$ cat src/rtl/mem_arbiter_nport.sv
// N-port arbiter in front of a pipelined fixed-latency memory; read data is routed back through an in-order tag FIFO.
// Define MEM_ARB_ROUND_ROBIN_EN for round-robin arbitration; otherwise the lowest-index port has fixed priority.
module mem_arbiter_nport #(
  parameter int NUM_PORTS = 2,
  parameter int ADDR_W    = 16,
  parameter int DATA_W    = 16,
  parameter int MEM_LAT   = 4
) (
  input  logic                        clk,
  input  logic                        rst,
  input  logic [NUM_PORTS-1:0]        req,
  input  logic [NUM_PORTS-1:0]        we,
  input  logic [NUM_PORTS*ADDR_W-1:0] addr,
  input  logic [NUM_PORTS*DATA_W-1:0] wdata,
  output logic [NUM_PORTS-1:0]        gnt,
  output logic [NUM_PORTS-1:0]        rvalid,
  output logic [DATA_W-1:0]           rdata,
  output logic                        mem_en,
  output logic                        mem_wr,
  output logic [ADDR_W-1:0]           mem_addr,
  output logic [DATA_W-1:0]           mem_wdata,
  input  logic [DATA_W-1:0]           mem_rdata,
  input  logic                        mem_valid,
  output logic                        tag_err
);
  localparam int TAG_W = (NUM_PORTS > 1) ? $clog2(NUM_PORTS) : 1;
  localparam int PTR_W = (MEM_LAT > 1) ? $clog2(MEM_LAT) : 1;
  localparam int CNT_W = $clog2(MEM_LAT + 1);

  logic [TAG_W-1:0]  r_fifo [MEM_LAT];
  logic [PTR_W-1:0]  r_head, r_tail;
  logic [CNT_W-1:0]  r_cnt, r_drain;
  logic              r_tag_err, r_mem_en, r_mem_wr;
  logic [ADDR_W-1:0] r_mem_addr;
  logic [DATA_W-1:0] r_mem_wdata;
`ifdef MEM_ARB_ROUND_ROBIN_EN
  logic [TAG_W-1:0]  r_ptr;
`endif

  logic [ADDR_W-1:0]    w_addr  [NUM_PORTS];
  logic [DATA_W-1:0]    w_wdata [NUM_PORTS];
  logic [NUM_PORTS-1:0] w_elig;
  logic [TAG_W-1:0]     w_sel, w_idx, w_head_tag;
  logic                 w_any, w_gvalid, w_push, w_pop, w_room, w_draining;

  function automatic logic [PTR_W-1:0] f_inc(input logic [PTR_W-1:0] v);
    return (v == PTR_W'(MEM_LAT - 1)) ? '0 : v + 1'b1;
  endfunction

  for (genvar p = 0; p < NUM_PORTS; p++) begin : g_port
    assign w_addr[p]  = addr[p*ADDR_W +: ADDR_W];
    assign w_wdata[p] = wdata[p*DATA_W +: DATA_W];
    assign gnt[p]     = w_gvalid && (w_sel == TAG_W'(p));
    assign rvalid[p]  = w_pop && (w_head_tag == TAG_W'(p));
  end

  // A pop in the same cycle frees its slot, so a stalled read can go the cycle data returns.
  assign w_draining = (r_drain != '0);
  assign w_head_tag = r_fifo[r_head];
  assign w_pop      = mem_valid && !w_draining && (r_cnt != '0);
  assign w_room     = (r_cnt < CNT_W'(MEM_LAT)) || w_pop;
  assign w_elig     = req & (we | {NUM_PORTS{w_room}});
  assign w_gvalid   = w_any && rst;
  assign w_push     = w_gvalid && !we[w_sel];
  assign rdata      = w_pop ? mem_rdata : '0;

  always_comb begin
    w_any = 1'b0;
    w_sel = '0;
    w_idx = '0;
`ifdef MEM_ARB_ROUND_ROBIN_EN
    for (int i = 1; i <= NUM_PORTS; i++) begin
      w_idx = TAG_W'((int'(r_ptr) + i) % NUM_PORTS);
      if (!w_any && w_elig[w_idx]) begin
        w_any = 1'b1;
        w_sel = w_idx;
      end
    end
`else
    for (int i = NUM_PORTS - 1; i >= 0; i--) begin
      w_idx = TAG_W'(i);
      if (w_elig[w_idx]) begin
        w_any = 1'b1;
        w_sel = w_idx;
      end
    end
`endif
  end

  always_ff @(posedge clk) begin
    if (!rst) begin
      r_head      <= '0;
      r_tail      <= '0;
      r_cnt       <= '0;
      r_drain     <= CNT_W'(MEM_LAT);
      r_tag_err   <= 1'b0;
      r_mem_en    <= 1'b0;
      r_mem_wr    <= 1'b0;
      r_mem_addr  <= '0;
      r_mem_wdata <= '0;
`ifdef MEM_ARB_ROUND_ROBIN_EN
      r_ptr       <= TAG_W'(NUM_PORTS - 1);
`endif
    end else begin
      r_mem_en    <= w_gvalid;
      r_mem_wr    <= w_gvalid && we[w_sel];
      r_mem_addr  <= w_addr[w_sel];
      r_mem_wdata <= w_wdata[w_sel];
      if (w_push) r_tail <= f_inc(r_tail);
      if (w_pop)  r_head <= f_inc(r_head);
      if (w_push && !w_pop)      r_cnt <= r_cnt + 1'b1;
      else if (w_pop && !w_push) r_cnt <= r_cnt - 1'b1;
      if (w_draining) r_drain <= r_drain - 1'b1;
      if (mem_valid && !w_draining && (r_cnt == '0)) r_tag_err <= 1'b1;
`ifdef MEM_ARB_ROUND_ROBIN_EN
      if (w_gvalid) r_ptr <= w_sel;
`endif
    end
  end

  always_ff @(posedge clk) begin
    if (w_push) r_fifo[r_tail] <= w_sel;
  end

  assign mem_en    = r_mem_en;
  assign mem_wr    = r_mem_wr;
  assign mem_addr  = r_mem_addr;
  assign mem_wdata = r_mem_wdata;
  assign tag_err   = r_tag_err;
endmodule

$ cat config.mk
export PLATFORM = sky130hd
export DESIGN_NAME = mem_arbiter_nport
export DESIGN_NICKNAME = d
export VERILOG_FILES = /design/src/rtl/mem_arbiter_nport.sv
export SDC_FILE = /design/constraint.sdc
export NUM_CORES = 1
export LEC_CHECK = 0
export BUFFER_PORTS_ARGS = -buffer_cell sky130_fd_sc_hd__buf_4
export CORE_AREA = 2 2 75 77
export CTS_CLUSTER_DIAMETER = 50
export DETAILED_ROUTE_END_ITERATION = 16
export DIE_AREA = 0 0 77 79
export PLACE_DENSITY = 0.82
export SKIP_CTS_REPAIR_TIMING = 1
export SYNTH_ARGS = -nofsm -noshare
export SYNTH_HDL_FRONTEND = slang
export SYNTH_SLANG_ARGS = --single-unit
$ cat constraint.sdc
create_clock -name clk -period 4.4 [get_ports clk]
set_clock_uncertainty 0.1 [all_clocks]
set_input_delay 1.1 -clock clk [delete_from_list [all_inputs] [get_ports clk]]
set_output_delay 1.1 -clock clk [all_outputs]
set_load 0.01 [all_outputs]
* Word level (Yosys, flattened, before mapping) *
Memory sizes are Yosys's and may differ from the RTL's. A register that Yosys moved wholly into a read port is not among the register bits.
Cells that the tools add are included.

word-level totals
  word-level logic and storage cells = 66
  output and inout port bits = 55
  RAM bits = 4
  bits of input ports = 87
  memories = 1
  register bits = 45

operators by class
  equal/unequal tests = 2
  multiplexer cells = 20
  bitwise gates (word level) = 5
  magnitude comparators = 3
  reductions and logical operators = 21
  add/sub/neg operators = 5

memories
  memory  words  bits a word  read ports  clocked after Yosys merged registers in  write ports  line  text
  r_fifo  4      1            1           1                                        1            30    logic [TAG_W-1:0] r_fifo [MEM_LAT];

operators by type and width
  cell                   count
  $mux W16               7
  $logic_and A1 B1 Y1    12
  $mux W2                4
  $mux W1                7
  $mux W3                2
  $reduce_bool A3 Y1     2
  $sub A3 B1 Y3 const B  2
  $add A2 B1 Y2 const B  2
  $eq A2 B2 Y1 const B   2
  $logic_not A1 Y1       4
  $add A3 B1 Y3 const B  1
  $logic_not A3 Y1       1
  $lt A3 B3 Y1 const B   1
  $and A2 B2 Y2          1
  $ge A2 B2 Y1 const B   1
  $lt A1 B2 Y1 const B   1
  $not A1 Y1             2
  $not A1 Y2             1
  $or A2 B2 Y2           1
  $reduce_bool A2 Y1     1
  $logic_or A1 B1 Y1     1

* Longest topological paths before layout *
Gate-level depths: netlist of the first run.

  word-level depth = 17
  gate-level depth with buffers = 12
  depth with buffers taken out = 11

* Least setup slack after synthesis of the first run *
OpenSTA, ideal clock, no wires.

  path type = input to register
  start = input port we[1]
  end = register r_cnt[2]
  data arrival time = 3103 ps
  stages on the path = 8
  required time = 4229 ps
  buffers on the path = 0
  setup time = 71 ps
  slack = 1126 ps
  cell sequence = or3b_1 > a221oi_4 > ha_1 > inv_1 > fa_1 > xor2_1 > or3_1 > a21oi_1

on the way
  word-level cells in the longest chain between the ends = 11
  elaborated cells between the ends (all ways) = 15
  classes of those cells = mux (6); bitwise (2); reduce/logical (7)

RTL lines
  element                                     line  text
  from (decl)                                 12    input logic [NUM_PORTS-1:0] we,
  $or A2 B2 Y2                                62    assign w_elig = req & (we | {NUM_PORTS{w_room}});
  $and A2 B2 Y2                               62
  $mux W1 (2 in a row)                        82    if (w_elig[w_idx]) begin
  $mux W1 (implied by the code) (2 in a row)  64    assign w_push = w_gvalid && !we[w_sel];
  $logic_not A1 Y1                            64
  $logic_and A1 B1 Y1 *                       64
  named net w_push                            44    logic w_any, w_gvalid, w_push, w_pop, w_room, w_draining;
  $logic_not A1 Y1                            112   else if (w_pop && !w_push) r_cnt <= r_cnt - 1'b1;
  $logic_and A1 B1 Y1                         112
  $reduce_bool A2 Y1 (no source line)         -
  to (signal assigned)                        111   if (w_push && !w_pop) r_cnt <= r_cnt + 1'b1;
  to (signal assigned)                        112
  to (decl)                                   32    logic [CNT_W-1:0] r_cnt, r_drain;

Mark *: on every way through the listed nets, which the timed path passes. The rest lies on a longest branch. The select of a mux whose other input is x is not followed.
A chain may end at the register's enable or synchronous reset.

* Final worst setup path of the first run *
  start = input port mem_valid
  end = output port rvalid[0]

on the way
  word-level cells in the longest chain between the ends = 3

RTL lines
  element                           line  text
  from (decl)                       23    input logic mem_valid,
  $logic_and A1 B1 Y1 (2 in a row)  60    assign w_pop = mem_valid && !w_draining && (r_cnt != '0);
  $logic_and A1 B1 Y1               54    assign rvalid[p] = w_pop && (w_head_tag == TAG_W'(p));
  to (decl)                         16    output logic [NUM_PORTS-1:0] rvalid,

No other way between the ends.

==> results of run 1 <==
per-layer routing:
layer  GRT usage [%]  up-vias  part of all wire, %
li1                -     1072                    -
met1            18.0      907                   37
met2            32.8      107                   48
met3            11.3        9                   14
met4            5.54        0                  1.5
met5               0        -                    0
worst max-delay path, stage by stage:
cell and delay, ns:
buf_4 0.09, nand3b_2 0.13, nor2_1 0.28, buf_4 0.25, inv_1 0.08, nor2_1 0.10, buf_4 0.13
placed cells by master, fill, tap and decap left out, types with 2 or more instances in the layout:
| cell | instances |
|---|---|
| nand2b_1 | 3 |
| buf_4 | 144 |
| xor2_1 | 2 |
| o31ai_1 | 3 |
| clkbuf_8 | 5 |
| edfxtp_1 | 4 |
| and2_1 | 22 |
| nor2_1 | 12 |
| ha_1 | 8 |
| nand2_1 | 66 |
| dfxtp_1 | 47 |
| a21oi_1 | 5 |
| o21ai_0 | 2 |
| inv_1 | 8 |
| mux2i_1 | 35 |
power by group:
group,internal (uW),switching [uW]
Combinational,173,146
Sequential,518,26.9
Clock,112,151
worst max path at each step:
stage,start,endpoint,cells past startpoint,slack [ns]
floorplan,we[1],r_cnt[2],8,1.13
detailed placement,we[1],r_cnt[2],9,0.87
global route,mem_valid,rvalid[0],7,0.91
global placement,we[1],r_cnt[2],9,0.94
finish,mem_valid,rvalid[0],7,1.05
CTS,mem_valid,rvalid[0],7,1.03
logic make-up after synthesis:
kind of cell,count (synthesis)
AND/OR/NAND/NOR,110
flip-flops,51
multiplexers,36
buffers and inverters,23
AO/OA/AOI/OAI,15
adder cells (fa/ha/maj),9
XOR/XNOR,3
sequential cells by signal (all words and copies together), names as in the netlist, named ones only:
name and flops:
mem_addr 16, mem_wdata 16, r_fifo 4, r_cnt 3, r_drain 3, r_head 2, r_tail 2, mem_en 1
mem_wr 1, tag_err 1
final cells by class:
cell class | count | area (um2)
Fill cell | 461 | 1850
Multi-Input combinational cell | 173 | 1140
Timing Repair Buffer | 144 | 1080
Sequential cell | 51 | 1060
Tap cell | 72 | 90.1
Clock buffer | 6 | 72.6
Inverter | 8 | 30.0
Clock inverter | 2 | 12.5
metrics by stage:
stage / area [um2] / worst slack [ns]
5_1_grt: 3490 / 0.911
3_3_place_gp: 3400 / 0.938
4_1_cts: 3490 / 1.03
6_report: 3490 / 1.05
3_5_place_dp: 3400 / 0.873
2_1_floorplan: 2340 / 1.13
==> results.py, run 1 <==
metrics = {
    "layout": {
        "fin_nets": 479,
        "area_growth_pct": 48.7,
        "final_core_util_pct": 65.3,
        "instances_no_fill": 456,
        "drive_above_1_share_pct": 40.9,
        "antenna_cells": 0,
    },
    "detailed_routing": {
        "post_drt_wl_per_cell_um": 12.5,
        "dr_total_vias": 2095,
        "ant_nets": 0,
        "vias_per_cell": 4.59,
        "drc_errors": 0,
        "first_iter_violations": 35,
        "wl_mm": 5.68,
        "drt_pre_antenna_iters": 4,
    },
    "placed_design": {
        "dp_cells": 448,
        "dpl.hpwl_mm": 4.37,
        "gp_congestion": 0.814,
        "io_buffers": 141,
    },
    "global_route": {
        "gr-total-overflow": 0,
        "grt.total_usage_pct": 18.5,
        "grt_max_degree": 68,
        "antenna_found_initial": 0,
        "grt_pass1_wl_mm": 8.98,
        "grt_pass1_vias": 2038,
    },
    "yosys": {
        "syn-cell-area_um2": 2340,
        "ys_warn_count": 0,
        "yosysTopAreaCell": "dfxtp_1",
        "synth_top_family_by_area": "simple AND/OR/NAND/NOR gates",
        "synth.most_common_cell": "nand2_1",
        "synth_mux_area_share_pct": 15.9,
        "synthAdderAreaFrac_pct": 5.12,
        "synthTopCellsByCount": "nand2_1 (66), dfxtp_1 (47), mux2i_1 (35), and2_1 (22), nor2_1 (12)",
        "synth_compound_area_share_pct": 5.07,
        "synth_ff_type": "dfxtp_1",
        "synthTopCellsByArea": "dfxtp_1 (40%), mux2i_1 (15%), nand2_1 (11%)",
        "synth_top_area_share_pct": 40.1,
        "ys_seq_area_share_pct": 45.3,
        "yosys.area_share.simple_pct": 21.3,
        "synth_edf_count": 4,
        "ys_ff_latch": 51,
        "synth_xor_area_share_pct": 1.12,
        "netlist-cell-type-count": 32,
        "syn_area_per_cell_um2": 9.49,
        "synth_nets": 343,
        "async_reset_ff_share_pct": 0,
        "synth_cells": 247,
    },
    "clock_tree": {
        "clock_sinks": 51,
        "tritoncts": "done",
        "insertion_delay_ns": 0.30,
        "cts.clk_slew.worst_paths_ns": 0.09,
        "numCtsBuffers": 5,
        "clock_tree.htree_level_count": 2,
        "root_buffer": "clkbuf_8",
        "clockBufferDepth": 2,
    },
    "worst_setup_path": {
        "critPathMaxFanout": 18,
        "r2r_end": "r_cnt[2]",
        "start_kind": "primary input",
        "cp.required_ns": 3.20,
        "ff2ff_setup_slack_ns": 1.68,
        "critPathArrivalTime_ns": 2.15,
        "critPathKind": "primary input to output port",
        "rr_startpoint": "r_drain[0]",
        "end_kind": "output port",
        "reg2regPathDepth": 10,
    },
    "timing": {
        "maxSlewViolCount": 0,
        "rsz0062_at_grt": "false",
        "tightest_slew_ns": 0.599,
        "tns_ns": 0,
        "holdWs_ns": 0.377,
        "relSlewSlack_pct": 60.1,
        "period_needed_ns": 3.35,
        "fin_crit_sh_pct": 76.2,
        "finalSetupViolations": 0,
        "hold_viol": 0,
        "fmax_ghz": 0.298,
    },
    "die": {
        "die_x_um": 77,
        "die_height_um": 79,
        "std_cell_rows": 27,
        "dieArea_um2": 6080,
        "core_area_um2": 5340,
        "io_pins": 142,
        "start_util_pct": 43.9,
    },
    "min_path": {
        "hold_end": "tag_err",
        "worstHoldStart": "tag_err",
        "hold_path_depth": 2,
        "hold_class": "flop to flop",
    },
    "power": {
        "power_density_nw_per_um2": 323,
        "totalPowerFinal_uw": 1130,
        "peakVddDrop_mv": 0.187,
        "p_leak_uw": 0.00172,
    },
    "run": {
        "drv_cap": 0,
    },
    "outcome": {
        "outcome": "complete, no violations",
    },
}
Note: power is estimated with default switching activity, not from simulation.
==> inputs of run 2 (changes only) <==
--- a/config.mk
+++ b/config.mk
@@ -6,11 +6,11 @@
 export NUM_CORES = 1
 export LEC_CHECK = 0
 export BUFFER_PORTS_ARGS = -buffer_cell sky130_fd_sc_hd__buf_4
-export CORE_AREA = 2 2 75 77
+export CORE_AREA = 2 2 81 83
 export CTS_CLUSTER_DIAMETER = 50
 export DETAILED_ROUTE_END_ITERATION = 16
-export DIE_AREA = 0 0 77 79
-export PLACE_DENSITY = 0.82
+export DIE_AREA = 0 0 83 85
+export PLACE_DENSITY = 0.75
 export SKIP_CTS_REPAIR_TIMING = 1
 export SYNTH_ARGS = -nofsm -noshare
 export SYNTH_HDL_FRONTEND = slang
==> constraint.sdc (replaced) <==
create_clock -name clk -period 2.7 [get_ports clk]
set_clock_uncertainty 0.1 [all_clocks]
set_input_delay 0.675 -clock clk [delete_from_list [all_inputs] [get_ports clk]]
set_output_delay 0.675 -clock clk [all_outputs]
set_load 0.01 [all_outputs]
==> run 2 against run 1 <==
Utilization decreased by 7.9 points. Worst setup slack got worse by 0.93 ns. Critical path type is now flop to output port. Largest power group unchanged. Highest routed layer unchanged. Largest cell class unchanged. Combinational power increased by 64%.
==> results.py, run 2 (synthesis results as in run 1) <==
metrics = {
    "timing": {
        "finalSetupViolations": 0,
        "tightest_slew_ns": 0.591,
        "fin_crit_sh_pct": 95.8,
        "rsz0062_at_grt": "false",
        "tns_ns": 0,
        "period_needed_ns": 2.59,
        "hold_viol": 0,
        "fmax_ghz": 0.387,
        "relSlewSlack_pct": 60.6,
        "maxSlewViolCount": 0,
    },
    "detailed_routing": {
        "dr_total_vias": 2121,
        "drt_pre_antenna_iters": 4,
        "first_iter_violations": 36,
        "vias_per_cell": 4.55,
        "drc_errors": 0,
        "wl_mm": 5.37,
        "post_drt_wl_per_cell_um": 11.5,
        "ant_nets": 0,
    },
    "clock_tree": {
        "clock_tree.htree_level_count": 2,
        "clock_sinks": 51,
        "numCtsBuffers": 5,
        "tritoncts": "done",
        "cts.clk_slew.worst_paths_ns": 0.09,
        "clockBufferDepth": 2,
        "insertion_delay_ns": 0.29,
        "root_buffer": "clkbuf_8",
    },
    "global_route": {
        "grt_pass1_vias": 2102,
        "antenna_found_initial": 0,
        "gr-total-overflow": 0,
        "grt_max_degree": 68,
        "grt_pass1_wl_mm": 9.18,
        "grt.total_usage_pct": 15.8,
    },
    "power": {
        "power_density_nw_per_um2": 539,
        "totalPowerFinal_uw": 1920,
        "peakVddDrop_mv": 0.331,
        "p_leak_uw": 0.00176,
    },
    "layout": {
        "final_cell_mix": "buf_4 (150), nand2_1 (66), dfxtp_1 (47)",
        "area_growth_pct": 51.9,
        "antenna_cells": 0,
        "drive_above_1_share_pct": 42.7,
        "fin_nets": 485,
        "final_core_util_pct": 57.4,
        "final_common_cell": "buf_4",
    },
    "die": {
        "io_pins": 142,
        "die_x_um": 83,
        "core_area_um2": 6200,
        "dieArea_um2": 7060,
        "start_util_pct": 37.8,
        "die_height_um": 85,
        "std_cell_rows": 29,
    },
    "outcome": {
        "outcome": "complete, no violations",
    },
    "min_path": {
        "hold_path_depth": 2,
        "hold_class": "flop to flop",
    },
    "worst_setup_path": {
        "critPathMaxFanout": 4,
        "start_kind": "flop",
        "critPathKind": "flop to output port",
        "reg2regPathDepth": 10,
        "cp.required_ns": 1.92,
        "end_kind": "output port",
        "critPathArrivalTime_ns": 1.81,
    },
    "placed_design": {
        "dpl.hpwl_mm": 4.20,
        "gp_congestion": 0.795,
        "io_buffers": 141,
    },
    "run": {
        "drv_cap": 0,
    },
}
[run 2: layer usage]
layer | vias up | global-route usage, % | routed length, um
li1 | 1079 | - | -
met1 | 934 | 16.0 | 1930
met2 | 103 | 28.7 | 2660
met3 | 5 | 8.66 | 746
met4 | 0 | 3.13 | 28
met5 | - | 0 | 0
[run 2: worst paths after layout]
| kind | startpoint | endpoint | slack (ns) |
|---|---|---|---|
| hold reg to reg | tag_err | tag_err | 0.39 |
| setup reg to reg | r_drain[0] | r_cnt[2] | 0.21 |
| hold / removal | tag_err | tag_err | 0.39 |
| setup / recovery | r_drain[0] | gnt[1] | 0.11 |
[run 2: critical path, cell delays in order, from the launching register on]
cell and delay (ns):
dfxtp_1 0.35, inv_1 0.07, ha_1 0.24, and3b_1 0.22
o21ai_2 0.18, o211a_2 0.21, and2_1 0.12, buf_4 0.12
[run 2: cell type report]
type                       count  area (um2)
fill                         555        2640
multi-input combinational    173        1150
timing repair buffer         150        1130
sequential                    51        1060
tap                           77        96.3
clock buffer                   6        72.6
clock inverter                 1        30.0
inverter                       8        30.0
[run 2: through the flow]
stage / cell area [um2] / cells / setup WS, ns / hold slack [ns]
6_report: 3560 / 466 / 0.114 / 0.386
5_1_grt: 3560 / 466 / 0.00453 / 0.418
4_1_cts: 3560 / 466 / 0.0948 / 0.394
3_5_place_dp: 3460 / 459 / -0.130 / 0.372
3_3_place_gp: 3460 / 459 / -0.0678 / 0.361
2_1_floorplan: 2350 / 247 / -0.0574 / 0.363
[run 2: where the power goes]
group / total, uW / internal [uW] / leakage (uW) / switching (uW)
registers: 889 / 845 / 0.000427 / 44.4
logic: 524 / 288 / 0.00128 / 235
clock network: 507 / 272 / 0.0000513 / 236
total: 1920 / 1400 / 0.00176 / 515
